`config.mk`:
```
export PLATFORM = sky130hd
export DESIGN_NAME = kb_event_fifo
export DESIGN_NICKNAME = d
export VERILOG_FILES = /design/src/rtl/kb_event_fifo.sv
export SDC_FILE = /design/constraint.sdc
export NUM_CORES = 1
export LEC_CHECK = 0
export CORE_MARGIN = 2
export CORE_UTILIZATION = 36
export DETAILED_ROUTE_END_ITERATION = 7
export PLACE_DENSITY = 0.59
export SETUP_SLACK_MARGIN = 0.4
export SYNTH_ARGS = -nofsm -noshare
export SYNTH_HDL_FRONTEND = slang
export SYNTH_SLANG_ARGS = --single-unit
```
`constraint.sdc`:
```
create_clock -name clk -period 6.5 [get_ports clk]
set_input_delay 1.3 -clock clk [delete_from_list [all_inputs] [get_ports clk]]
set_output_delay 1.3 -clock clk [all_outputs]
set_load 0.005 [all_outputs]
```
`src/rtl/kb_event_fifo.sv`:
```
// kb_event_fifo: turns kb_driver's level-style key outputs into discrete key
// events, adds typematic auto-repeat, and queues the events in a
// first-word-fall-through FIFO drained by the CPU through rd_en/rd_data.
//
// Build option: define KB_REPEAT_EN to enable auto-repeat (DELAY/REPEAT
// timing). Without it the repeat state and the timer are not built, and one
// event is produced per distinct nonzero key value.
module kb_event_fifo #(
  parameter int DEPTH        = 16,
  parameter int DELAY_CYCLES = 25000000,
  parameter int RATE_CYCLES  = 12500000
) (
  input  logic                     clk,
  input  logic                     rst,
  input  logic [7:0]               ascii,
  input  logic                     is_shift,
  input  logic                     is_ctrl,
  input  logic                     is_capital,
  input  logic                     is_special,
  input  logic                     is_error,
  input  logic                     rd_en,
  output logic [15:0]              rd_data,
  output logic                     empty,
  output logic [$clog2(DEPTH):0]   count,
  output logic                     overflow,
  input  logic                     ovf_clr
);

  localparam int AW = $clog2(DEPTH);
  localparam int CW = AW + 1;

  // Parameter sanity: FIFO depth must be a power of two >= 2 so the
  // pointers can wrap by plain overflow; repeat intervals must be nonzero.
  if (DEPTH < 2 || (DEPTH & (DEPTH - 1)) != 0) begin : g_bad_depth
    $error("kb_event_fifo: DEPTH must be a power of two >= 2");
  end
  if (DELAY_CYCLES < 1 || RATE_CYCLES < 1) begin : g_bad_timing
    $error("kb_event_fifo: DELAY_CYCLES and RATE_CYCLES must be >= 1");
  end

  // ---------------------------------------------------------------------
  // Event state machine
  // ---------------------------------------------------------------------
`ifdef KB_REPEAT_EN
  typedef enum logic [1:0] {
    S_IDLE   = 2'd0,
    S_DELAY  = 2'd1,
    S_REPEAT = 2'd2
  } state_t;
`else
  typedef enum logic [1:0] {
    S_IDLE   = 2'd0,
    S_DELAY  = 2'd1
  } state_t;
`endif

  state_t      state_reg, state_next;
  logic [7:0]  key_reg, key_next;
  logic        evt;              // the state machine wants to emit an event
`ifdef KB_REPEAT_EN
  logic [31:0] timer_reg, timer_next;
`endif

  // State, latched key and repeat timer registers.
  always_ff @(posedge clk or posedge rst) begin
    if (rst) begin
      state_reg <= S_IDLE;
      key_reg   <= 8'h00;
`ifdef KB_REPEAT_EN
      timer_reg <= 32'd0;
`endif
    end else begin
      state_reg <= state_next;
      key_reg   <= key_next;
`ifdef KB_REPEAT_EN
      timer_reg <= timer_next;
`endif
    end
  end

  // Next-state logic: decide when a key event is emitted.
  always_comb begin
    state_next = state_reg;
    key_next   = key_reg;
    evt        = 1'b0;
`ifdef KB_REPEAT_EN
    timer_next = timer_reg;
`endif
    case (state_reg)
      S_IDLE: begin
        if (ascii != 8'h00) begin
          evt        = 1'b1;
          state_next = S_DELAY;
`ifdef KB_REPEAT_EN
          timer_next = 32'd0;
`endif
        end
      end
      S_DELAY: begin
        if (ascii == 8'h00) begin
          state_next = S_IDLE;
        end else if (ascii != key_reg) begin
          // A new key restarts the typematic delay.
          evt = 1'b1;
`ifdef KB_REPEAT_EN
          timer_next = 32'd0;
        end else if (timer_reg == 32'(DELAY_CYCLES - 1)) begin
          evt        = 1'b1;
          timer_next = 32'd0;
          state_next = S_REPEAT;
        end else begin
          timer_next = timer_reg + 32'd1;
`endif
        end
      end
`ifdef KB_REPEAT_EN
      S_REPEAT: begin
        if (ascii == 8'h00) begin
          state_next = S_IDLE;
        end else if (ascii != key_reg) begin
          evt        = 1'b1;
          timer_next = 32'd0;
          state_next = S_DELAY;
        end else if (timer_reg == 32'(RATE_CYCLES - 1)) begin
          evt        = 1'b1;
          timer_next = 32'd0;
        end else begin
          timer_next = timer_reg + 32'd1;
        end
      end
`endif
      default: begin
        state_next = S_IDLE;
      end
    endcase
    // The key is latched on every event, even one whose push is
    // suppressed by is_error, so the state machine tracks the key held.
    if (evt) begin
      key_next = ascii;
    end
  end

  // ---------------------------------------------------------------------
  // FWFT FIFO
  // ---------------------------------------------------------------------
  logic [15:0]   mem [DEPTH];
  logic [AW-1:0] wr_ptr_reg, rd_ptr_reg;
  logic [CW-1:0] count_reg;
  logic          overflow_reg;

  logic [15:0]   push_word;
  logic          push_req;
  logic          full;
  logic          do_push;
  logic          do_pop;
  logic          drop;

  // Push/pop qualification: a pop on an empty FIFO is ignored, and a push
  // into a full FIFO only succeeds when a pop frees the head that cycle.
  always_comb begin
    push_word = {3'b000, is_error, is_special, is_capital, is_ctrl, is_shift, ascii};
    push_req  = evt && !is_error;
    full      = (count_reg == CW'(DEPTH));
    do_pop    = rd_en && (count_reg != '0);
    do_push   = push_req && (!full || do_pop);
    drop      = push_req && full && !do_pop;
  end

  // Entry storage; contents need no reset because rd_data is masked when empty.
  always_ff @(posedge clk) begin
    if (do_push) begin
      mem[wr_ptr_reg] <= push_word;
    end
  end

  // Pointers, occupancy and the sticky overflow flag.
  always_ff @(posedge clk or posedge rst) begin
    if (rst) begin
      wr_ptr_reg   <= '0;
      rd_ptr_reg   <= '0;
      count_reg    <= '0;
      overflow_reg <= 1'b0;
    end else begin
      if (do_push) begin
        wr_ptr_reg <= wr_ptr_reg + 1'b1;
      end
      if (do_pop) begin
        rd_ptr_reg <= rd_ptr_reg + 1'b1;
      end
      case ({do_push, do_pop})
        2'b10:   count_reg <= count_reg + 1'b1;
        2'b01:   count_reg <= count_reg - 1'b1;
        default: count_reg <= count_reg;
      endcase
      // A dropped push in the same cycle as a clear keeps the flag set.
      if (drop) begin
        overflow_reg <= 1'b1;
      end else if (ovf_clr) begin
        overflow_reg <= 1'b0;
      end
    end
  end

  assign empty    = (count_reg == '0);
  assign count    = count_reg;
  assign overflow = overflow_reg;
  assign rd_data  = empty ? 16'h0000 : mem[rd_ptr_reg];

endmodule

```
==> flow_summary.yaml, run 1 <==
setup_path:
  cp.arrival_ns: 3.62
  cp_max_fo: 46
  cp_cell_sequence: "buf_4 -> mux4_2 -> mux4_2 -> nor2b_1 -> clkdlybuf4s50_1"
  crit_type: "reg2out"
  max_stage_delay_ns: 1.05
  reg2reg_slack_ns: 3.53
  reg2reg_depth: 11
  cpMaxStageDelayCell: "dfrtp_4"
  worst_setup_path_start_kind: "register"
  critPathCaptureType: "output port"
  crit_top_cell: "mux4_2"
  crit_required_ns: 5.20
clocking:
  cts_tree: "yes"
  clk_pin_slew_ns: 0.06
  cts_root_buf: "clkbuf_16"
  cts_setup_buffers: 0
  worstSkewPairLatency_ns: 0.51
  numCtsBuffers: 24
  htree_num_levels: 1
  cts.repair.resized: 0
  cts-hold-fix-buffers: 0
  cts_sinks: 231
  clock_path_buffers: 3
synth:
  synth_edf_count: 208
  yosysMostFrequentCell: "edfxtp_1"
  synth-main-ff-cell: "edfxtp_1"
  yosys_warnings: 0
  synth_largest_area_cell: "edfxtp_1"
  netlist.area_leader.share_pct: 66.9
  syn_area_um2: 9330
  syn_area_per_cell_um2: 21.4
  synthTopCellsByArea: "edfxtp_1 (67%), mux4_2 (16%), dfrtp_1 (6.2%), xnor2_1 (1.5%), mux2_2 (1.1%)"
  seq_area_frac_synth_pct: 73.1
  syn_inst: 436
  synth.ff_latch_count: 231
  synthTopCellsByCount: "edfxtp_1 (208), mux4_2 (65), dfrtp_1 (23)"
  synth_cell_types: 41
  synth_async_sr_flop_share_pct: 9.96
detailed_routing:
  ant_nets: 0
  drtIter0Drc: 335
  dr.pass1.iters: 4
  finalWirelength_um: 19600
  via_per_inst: 5.19
  drc: 0
  vias: 4313
  avgRoutedWirePerCell_um: 23.6
layout:
  num-fill-cells: 2163
  layout-drive-gt1-share_pct: 24.2
  n_antenna_cell: 0
  areaGrowthSynthToFinish_pct: 15.7
  fin_cells: 831
  largest_register_ffs: 208
  nets: 511
global_route:
  grt_pass1_wl_um: 29500
  grt_pass1_vias: 4669
  grt.total_usage_pct: 15.0
  grt_max_degree: 47
  antenna_found_initial: 0
  grt_overflow: 0
hold_path:
  worstHoldPathCells: 1
  worstHoldPathType: "reg2reg"
floorplanning:
  core.rowCount: 58
  ios: 40
  start_util_pct: 36.8
  dieWidth_um: 165
  die_h_um: 165
  core_area_um2: 25300
  design.die.area_um2: 27200
power_and_ir_drop:
  ir_worst_vdd_uv: 213
  p_per_area_nw_per_um2: 428
  leakagePower_nw: 3.51
place:
  place_inst: 789
  dp_hpwl_um: 11100
  io_buffers: 36
  place_ws_ns: 1.66
  gp_congestion: 0.767
sta:
  setup_viol_count_final: 0
  timing.hold.ws_ns: 0.501
  period_minus_slack_ns: 4.92
  drv_slew: 0
  setup_slack_ns: 1.58
  timing.final.crit_share_pct: 75.7
  fin_tns_setup_ns: 0
  hold_viol: 0
  rsz0062_at_grt: "false"
  tightest_slew_ns: 1.09
  slew_headroom_pct: 27.4
  clock_skew_ns: 0.0134
  fmax_mhz: 203
flow_run:
  maxCapViolations: 0
outcome:
  status: "finished clean"
==> logic make-up after synthesis <==
logic type | synth area share [%]
AOI/OAI and AO/OA | 1.07
DFF | 73.1
muxes | 17.4
buffers and inverters | 1.68
other | 0.0402
xor gates and xnor gates | 1.60
and+or+nand+nor | 3.86
adders and majority gates | 1.29
==> layout make-up <==
class / count / area (um^2) / area share [%]
clock buffer: 27 / 633 / 5.87
timing repair buffer: 41 / 398 / 3.69
sequential: 231 / 6830 / 63.2
tap: 330 / 413 / 3.83
multi-input combinational: 176 / 2370 / 21.9
inverter: 11 / 41.3 / 0.383
clock inverter: 15 / 116 / 1.08
==> worst paths after layout <==
path	from	end
worst max-delay path	rd_ptr_reg[0]	rd_data[12]
worst min-delay path	overflow	overflow
worst max register to register	key_reg[6]	count[4]
worst min register to register	overflow	overflow
max in group asynchronous	rst	rd_ptr_reg[0]
min in group asynchronous	rst	rd_ptr_reg[3]
==> critical path: cells and delay by family (launching register included) <==
family                 cells  cell delay (ns)
muxes                      2             1.04
DFF                        1             1.05
and+or+nand+nor            1             0.15
buffers and inverters      2             0.83
==> cell usage in the layout (no fill, tap or decap), types with 3 or more instances in the layout <==
cell type / n
dfrtp_1: 21
mux4_2: 65
buf_4: 5
clkinv_1: 9
conb_1: 3
clkdlybuf4s50_1: 36
xnor2_1: 16
mux2_4: 3
ha_1: 8
and2_1: 16
inv_1: 11
a21oi_1: 4
nor2b_1: 13
clkinv_2: 3
edfxtp_1: 208
nor4_1: 8
clkbuf_16: 25
mux2_2: 9
nand2_1: 4
==> layer usage <==
layer	global-route usage, %	wire length (um)
met5	0	0
met4	3.83	297
met1	20.0	8180
met2	26.1	10200
met3	2.01	1020
==> where the power goes <==
part           switching, W  internal (W)  total [W]
clock network      0.000536      0.000772    0.00131
logic              0.000487      0.000780    0.00127
registers          0.000242       0.00180    0.00204
==> metrics by stage <==
step | total power, W | utilization [%] | area, um^2
CTS | 0.00468 | 42.6 | 10800
floorplan | 0.00285 | - | 9340
finish | 0.00462 | 42.6 | 10800
global route | 0.00484 | 42.6 | 10800
detailed placement | 0.00338 | 39.7 | 10000
global placement | 0.00335 | 39.7 | 10000
(Power assumes the default switching activity.)
==> inputs of run 2 (changes only) <==
--- a/config.mk
+++ b/config.mk
@@ -8,7 +8,7 @@
 export CORE_MARGIN = 2
 export CORE_UTILIZATION = 36
 export DETAILED_ROUTE_END_ITERATION = 7
-export PLACE_DENSITY = 0.59
+export PLACE_DENSITY = 0.61
 export SETUP_SLACK_MARGIN = 0.4
 export SYNTH_ARGS = -nofsm -noshare
 export SYNTH_HDL_FRONTEND = slang
==> constraint.sdc (replaced) <==
create_clock -name clk -period 4.1 [get_ports clk]
set_input_delay 0.82 -clock clk [delete_from_list [all_inputs] [get_ports clk]]
set_output_delay 0.82 -clock clk [all_outputs]
set_load 0.005 [all_outputs]
==> flow_summary.yaml, run 2 (synthesized netlist as in run 1, its figures left out) <==
power_and_ir_drop:
  p_comb_share_pct: 31.5
  power.share.clock_pct: 29.3
  leakagePower_nw: 3.89
  seqPwrFrac_pct: 39.2
  p_sw_share_pct: 27.1
  p_per_area_nw_per_um2: 683
  p_int_w: 0.00565
  p_sw_w: 0.00210
  ir_worst_vdd_uv: 353
detailed_routing:
  finalWirelength_um: 20300
  drtIter0Drc: 424
  via_per_inst: 5.17
  ant_nets: 0
  drc: 0
  vias: 4533
  avgRoutedWirePerCell_um: 23.2
  dr.pass1.iters: 4
layout:
  num-fill-cells: 2098
  multiInputGateArea_um2: 2380
  largest_register_ffs: 208
  nets: 554
  areaGrowthSynthToFinish_pct: 21.7
  n_antenna_cell: 0
  register_area_um2: 6830
  final_common_cell: "edfxtp_1"
  final_cell_mix: "edfxtp_1 (208), mux4_2 (65), buf_4 (35)"
  fin_area_um2: 11400
  layout-drive-gt1-share_pct: 31.6
clocking:
  htree_num_levels: 1
  cts_sinks: 231
  cts_tree: "yes"
  clk_pin_slew_ns: 0.06
  clock_path_buffers: 3
  cts_root_buf: "clkbuf_16"
  worstSkewPairLatency_ns: 0.51
  numCtsBuffers: 25
  cts-hold-fix-buffers: 0
floorplanning:
  die_h_um: 165
  start_util_pct: 36.8
  core.rowCount: 58
  core_area_um2: 25300
  design.die.area_um2: 27200
  dieWidth_um: 165
  ios: 40
place:
  io_buffers: 36
  gp_congestion: 0.737
  place_area_um2: 10400
  place_ws_ns: -0.0268
  dp_hpwl_um: 12900
sta:
  fmax_mhz: 270
  timing.final.crit_share_pct: 90.4
  rsz0062_at_grt: "true"
  setup_viol_count_final: 0
  drv_slew: 0
  hold_viol: 0
  tightest_slew_ns: 0.867
  period_minus_slack_ns: 3.71
  slew_headroom_pct: 42.1
  setup_slack_ns: 0.393
  clock_skew_ns: 0.0100
global_route:
  grt_overflow: 0
  grt_pass1_vias: 4866
  grt_pass1_wl_um: 30800
  grt.total_usage_pct: 15.6
  grt_max_degree: 34
  antenna_found_initial: 0
setup_path:
  max_stage_delay_ns: 0.53
  crit_top_cell: "mux4_2"
  worst_setup_path_start_kind: "register"
  critPathCaptureType: "output port"
  cpMaxStageDelayCell: "mux4_2"
  cp_cell_sequence: "buf_12 -> buf_4 -> mux4_2 -> mux4_2 -> nor2b_1 -> clkdlybuf4s50_1"
  crit_type: "reg2out"
  crit_required_ns: 3.28
  cp_max_fo: 5
  cp.arrival_ns: 2.89
flow_run:
  maxCapViolations: 0
hold_path:
  worstHoldPathType: "reg2reg"
outcome:
  status: "finished clean"
## run 2: routing by layer
| metal | vias to the layer above | GRT usage, % | part of all wire, % |
|---|---|---|---|
| met1 | 2392 | 20.9 | 42 |
| met4 | 0 | 4.39 | 2.7 |
| met3 | 39 | 2.89 | 5.9 |
| met5 | - | 0 | 0 |
| met2 | 134 | 26.1 | 49 |
| li1 | 1968 | - | - |
## run 2: cell type report
type | instances | area share (%)
well taps | 330 | 3.64
clock buffers | 27 | 5.57
multi-input cells | 176 | 20.9
clock inverters | 19 | 1.81
flip-flops and latches | 231 | 60.1
inverters | 11 | 0.364
repair buffers | 83 | 7.57
## run 2: worst max-delay path: cells and delay by family, from the launching register on
family	cells	cell delay [ns]
multiplexers	2	0.99
buffers and inverters	3	0.78
AND/OR/NAND/NOR	1	0.17
flip-flops	1	0.43
## run 2: power by group through the flow
| stage | Sequential [W] | Combinational, W | Clock, W |
|---|---|---|---|
| after global routing | 0.00307 | 0.00265 | 0.00241 |
| after CTS | 0.00305 | 0.00248 | 0.00231 |
| after floorplan | 0.00298 | 0.00154 | 0 |
| final | 0.00304 | 0.00244 | 0.00227 |
| after detailed placement | 0.00317 | 0.00230 | 0 |
| after global placement | 0.00314 | 0.00228 | 0 |
## run 2: per-stage QoR
step | util (%) | power [W] | hold WS [ns] | setup TNS, ns | cells
after floorplan | - | 0.00452 | 0.457 | 0 | 438
after global placement | 40.9 | 0.00542 | 0.477 | 0 | 823
after detailed placement | 40.9 | 0.00547 | 0.484 | -0.0268 | 823
after CTS | 44.6 | 0.00784 | 0.494 | 0 | 876
after global routing | 44.8 | 0.00814 | 0.515 | 0 | 877
final | 44.8 | 0.00775 | 0.498 | 0 | 877
## run 2: path summary, 6_finish.rpt
kind,end,slack (ns),cells after the start,startpoint
setup / recovery,rd_data[5],0.39,6,rd_ptr_reg[0]
hold / removal,wr_ptr_reg[2],0.50,1,wr_ptr_reg[2]
setup reg to reg,count[4],1.11,11,key_reg[1]
hold reg to reg,wr_ptr_reg[2],0.50,1,wr_ptr_reg[2]
max in group asynchronous,rd_ptr_reg[1],2.68,2,rst
min in group asynchronous,rd_ptr_reg[0],0.79,2,rst
## run 2: timing repair
| action | in CTS | in global routing |
|---|---|---|
| gates resized for setup | 6 | 12 |
| cloned | 1 | 1 |
| hold endpoints to repair | 0 | 0 |
| buffers inserted | 6 | 0 |
| endpoints found under the setup margin | 12 | 10 |
==> inputs of run 3 (changes only) <==
==> constraint.sdc (replaced) <==
create_clock -name clk -period 4.1 [get_ports clk]
set_input_delay 0.82 -clock clk [delete_from_list [all_inputs] [get_ports clk]]
set_output_delay 0.82 -clock clk [all_outputs]
set_load 0.05 [all_outputs]
==> flow_summary.yaml, run 3 (synthesized netlist as in run 1, its figures left out) <==
outcome:
  status: "finished clean"
place:
  dp_hpwl_um: 12700
  io_buffers: 36
  gp_congestion: 0.755
  place_area_um2: 10400
setup_path:
  critPathCaptureType: "output port"
  cp.arrival_ns: 2.79
  crit_required_ns: 3.28
  worst_setup_path_start_kind: "register"
  crit_type: "reg2out"
  cp_max_fo: 6
clocking:
  worstSkewPairLatency_ns: 0.50
  htree_num_levels: 1
  numCtsBuffers: 23
  cts_sinks: 231
  cts_tree: "yes"
  cts_root_buf: "clkbuf_16"
  clock_path_buffers: 3
  clk_pin_slew_ns: 0.06
layout:
  final_cell_mix: "edfxtp_1 (208), mux4_2 (65), buf_4 (47)"
  final_common_cell: "edfxtp_1"
  nets: 554
  fin_area_um2: 11100
  areaGrowthSynthToFinish_pct: 19.3
  layout-drive-gt1-share_pct: 31.9
  n_antenna_cell: 0
  largest_register_ffs: 208
global_route:
  grt.total_usage_pct: 15.4
  grt_pass1_vias: 4776
  grt_overflow: 0
  grt_pass1_wl_um: 30100
  grt_max_degree: 56
  antenna_found_initial: 0
sta:
  period_minus_slack_ns: 3.61
  slew_headroom_pct: 37.2
  tightest_slew_ns: 0.942
  drv_slew: 0
  setup_viol_count_final: 0
  fin_tns_setup_ns: 0
  hold_viol: 0
  rsz0062_at_grt: "true"
  fmax_mhz: 277
  timing.final.crit_share_pct: 88.0
  clock_skew_ns: 0.0127
floorplanning:
  core.rowCount: 58
  design.die.area_um2: 27200
  core_area_um2: 25300
  ios: 40
  dieWidth_um: 165
  start_util_pct: 36.8
  die_h_um: 165
flow_run:
  maxCapViolations: 0
detailed_routing:
  drtIter0Drc: 316
  finalWirelength_um: 20400
  ant_nets: 0
  drc: 0
  vias: 4498
  via_per_inst: 5.14
  avgRoutedWirePerCell_um: 23.3
  dr.pass1.iters: 4
power_and_ir_drop:
  ir_worst_vdd_uv: 397
  leakagePower_nw: 3.76
  p_per_area_nw_per_um2: 712
hold_path:
  worstHoldPathType: "reg2reg"
run 3: changes by cell type in the layout (fill, tap and decap cells not counted), moves of 2 or more:
| cell | change |
|---|---|
| buf_4 | +12 |
| buf_6 | -3 |
| bufinv_16 | -3 |
| clkbuf_1 | +3 |
| clkbuf_16 | -3 |
| clkbuf_2 | +2 |
| clkbuf_8 | +2 |
| clkdlybuf4s50_1 | -3 |
| clkinv_2 | -2 |
| dlygate4sd2_1 | +2 |
| dlymetal6s2s_1 | -6 |
run 3: cell type report:
| class | count | area, um^2 |
|---|---|---|
| Fill cell | 2138 | 14200 |
| Inverter | 11 | 41.3 |
| Sequential cell | 231 | 6830 |
| Timing Repair Buffer | 85 | 776 |
| Clock inverter | 12 | 88.8 |
| Tap cell | 330 | 413 |
| Multi-Input combinational cell | 176 | 2370 |
| Clock buffer | 30 | 622 |
run 3: worst max-delay path, cell delays in order (launching register included):
cell     delay [ns]
dfrtp_4        0.49
buf_4          0.19
buf_4          0.20
mux4_2         0.52
mux4_2         0.52
nor2b_1        0.16
buf_4          0.20
run 3: report_power, final:
| group | internal [W] | switching (W) |
|---|---|---|
| Combinational | 0.00131 | 0.00162 |
| Sequential | 0.00285 | 0.000172 |
| Clock | 0.00113 | 0.000836 |
| Total | 0.00530 | 0.00263 |
run 3: path summary, 6_finish.rpt:
kind                               startpoint       endpoint  slack (ns)  depth (start not counted)
max in group asynchronous                 rst  rd_ptr_reg[0]        2.58                          2
worst min-delay path            wr_ptr_reg[2]  wr_ptr_reg[2]        0.51                          1
worst max-delay path            rd_ptr_reg[0]     rd_data[7]        0.49                          6
worst min register to register  wr_ptr_reg[2]  wr_ptr_reg[2]        0.51                          1
worst max register to register     key_reg[6]       count[4]        1.01                         11
min in group asynchronous                 rst     key_reg[7]        0.84                          2
run 3: timing repair:
action / in CTS / in global routing
endpoints found under the setup margin: 13 / 6
setup buffers: 3 / 0
hold endpoints to repair: 0 / 0
hold buffers: 0 / 0
resized for setup: 9 / 6
run 3: stage by stage:
stage                     hold slack (ns)  util [%]  total power [W]  worst slack [ns]  cells
final                               0.508      44.0          0.00793             0.492    875
after global routing                0.532      44.0          0.00827             0.383    875
after CTS                           0.505      44.0          0.00803             0.406    875
after detailed placement            0.494      41.1          0.00607           0.00672    830
after global placement              0.480      41.1          0.00603             0.111    830
after floorplan                     0.457         -          0.00511             0.827    438
run 3: layer usage:
layer,track usage [%],up-vias,routed length [um]
li1,-,1964,-
met1,21.1,2364,8460
met5,0,-,0
met4,4.11,0,372
met2,25.8,146,10200
met3,2.54,24,1410
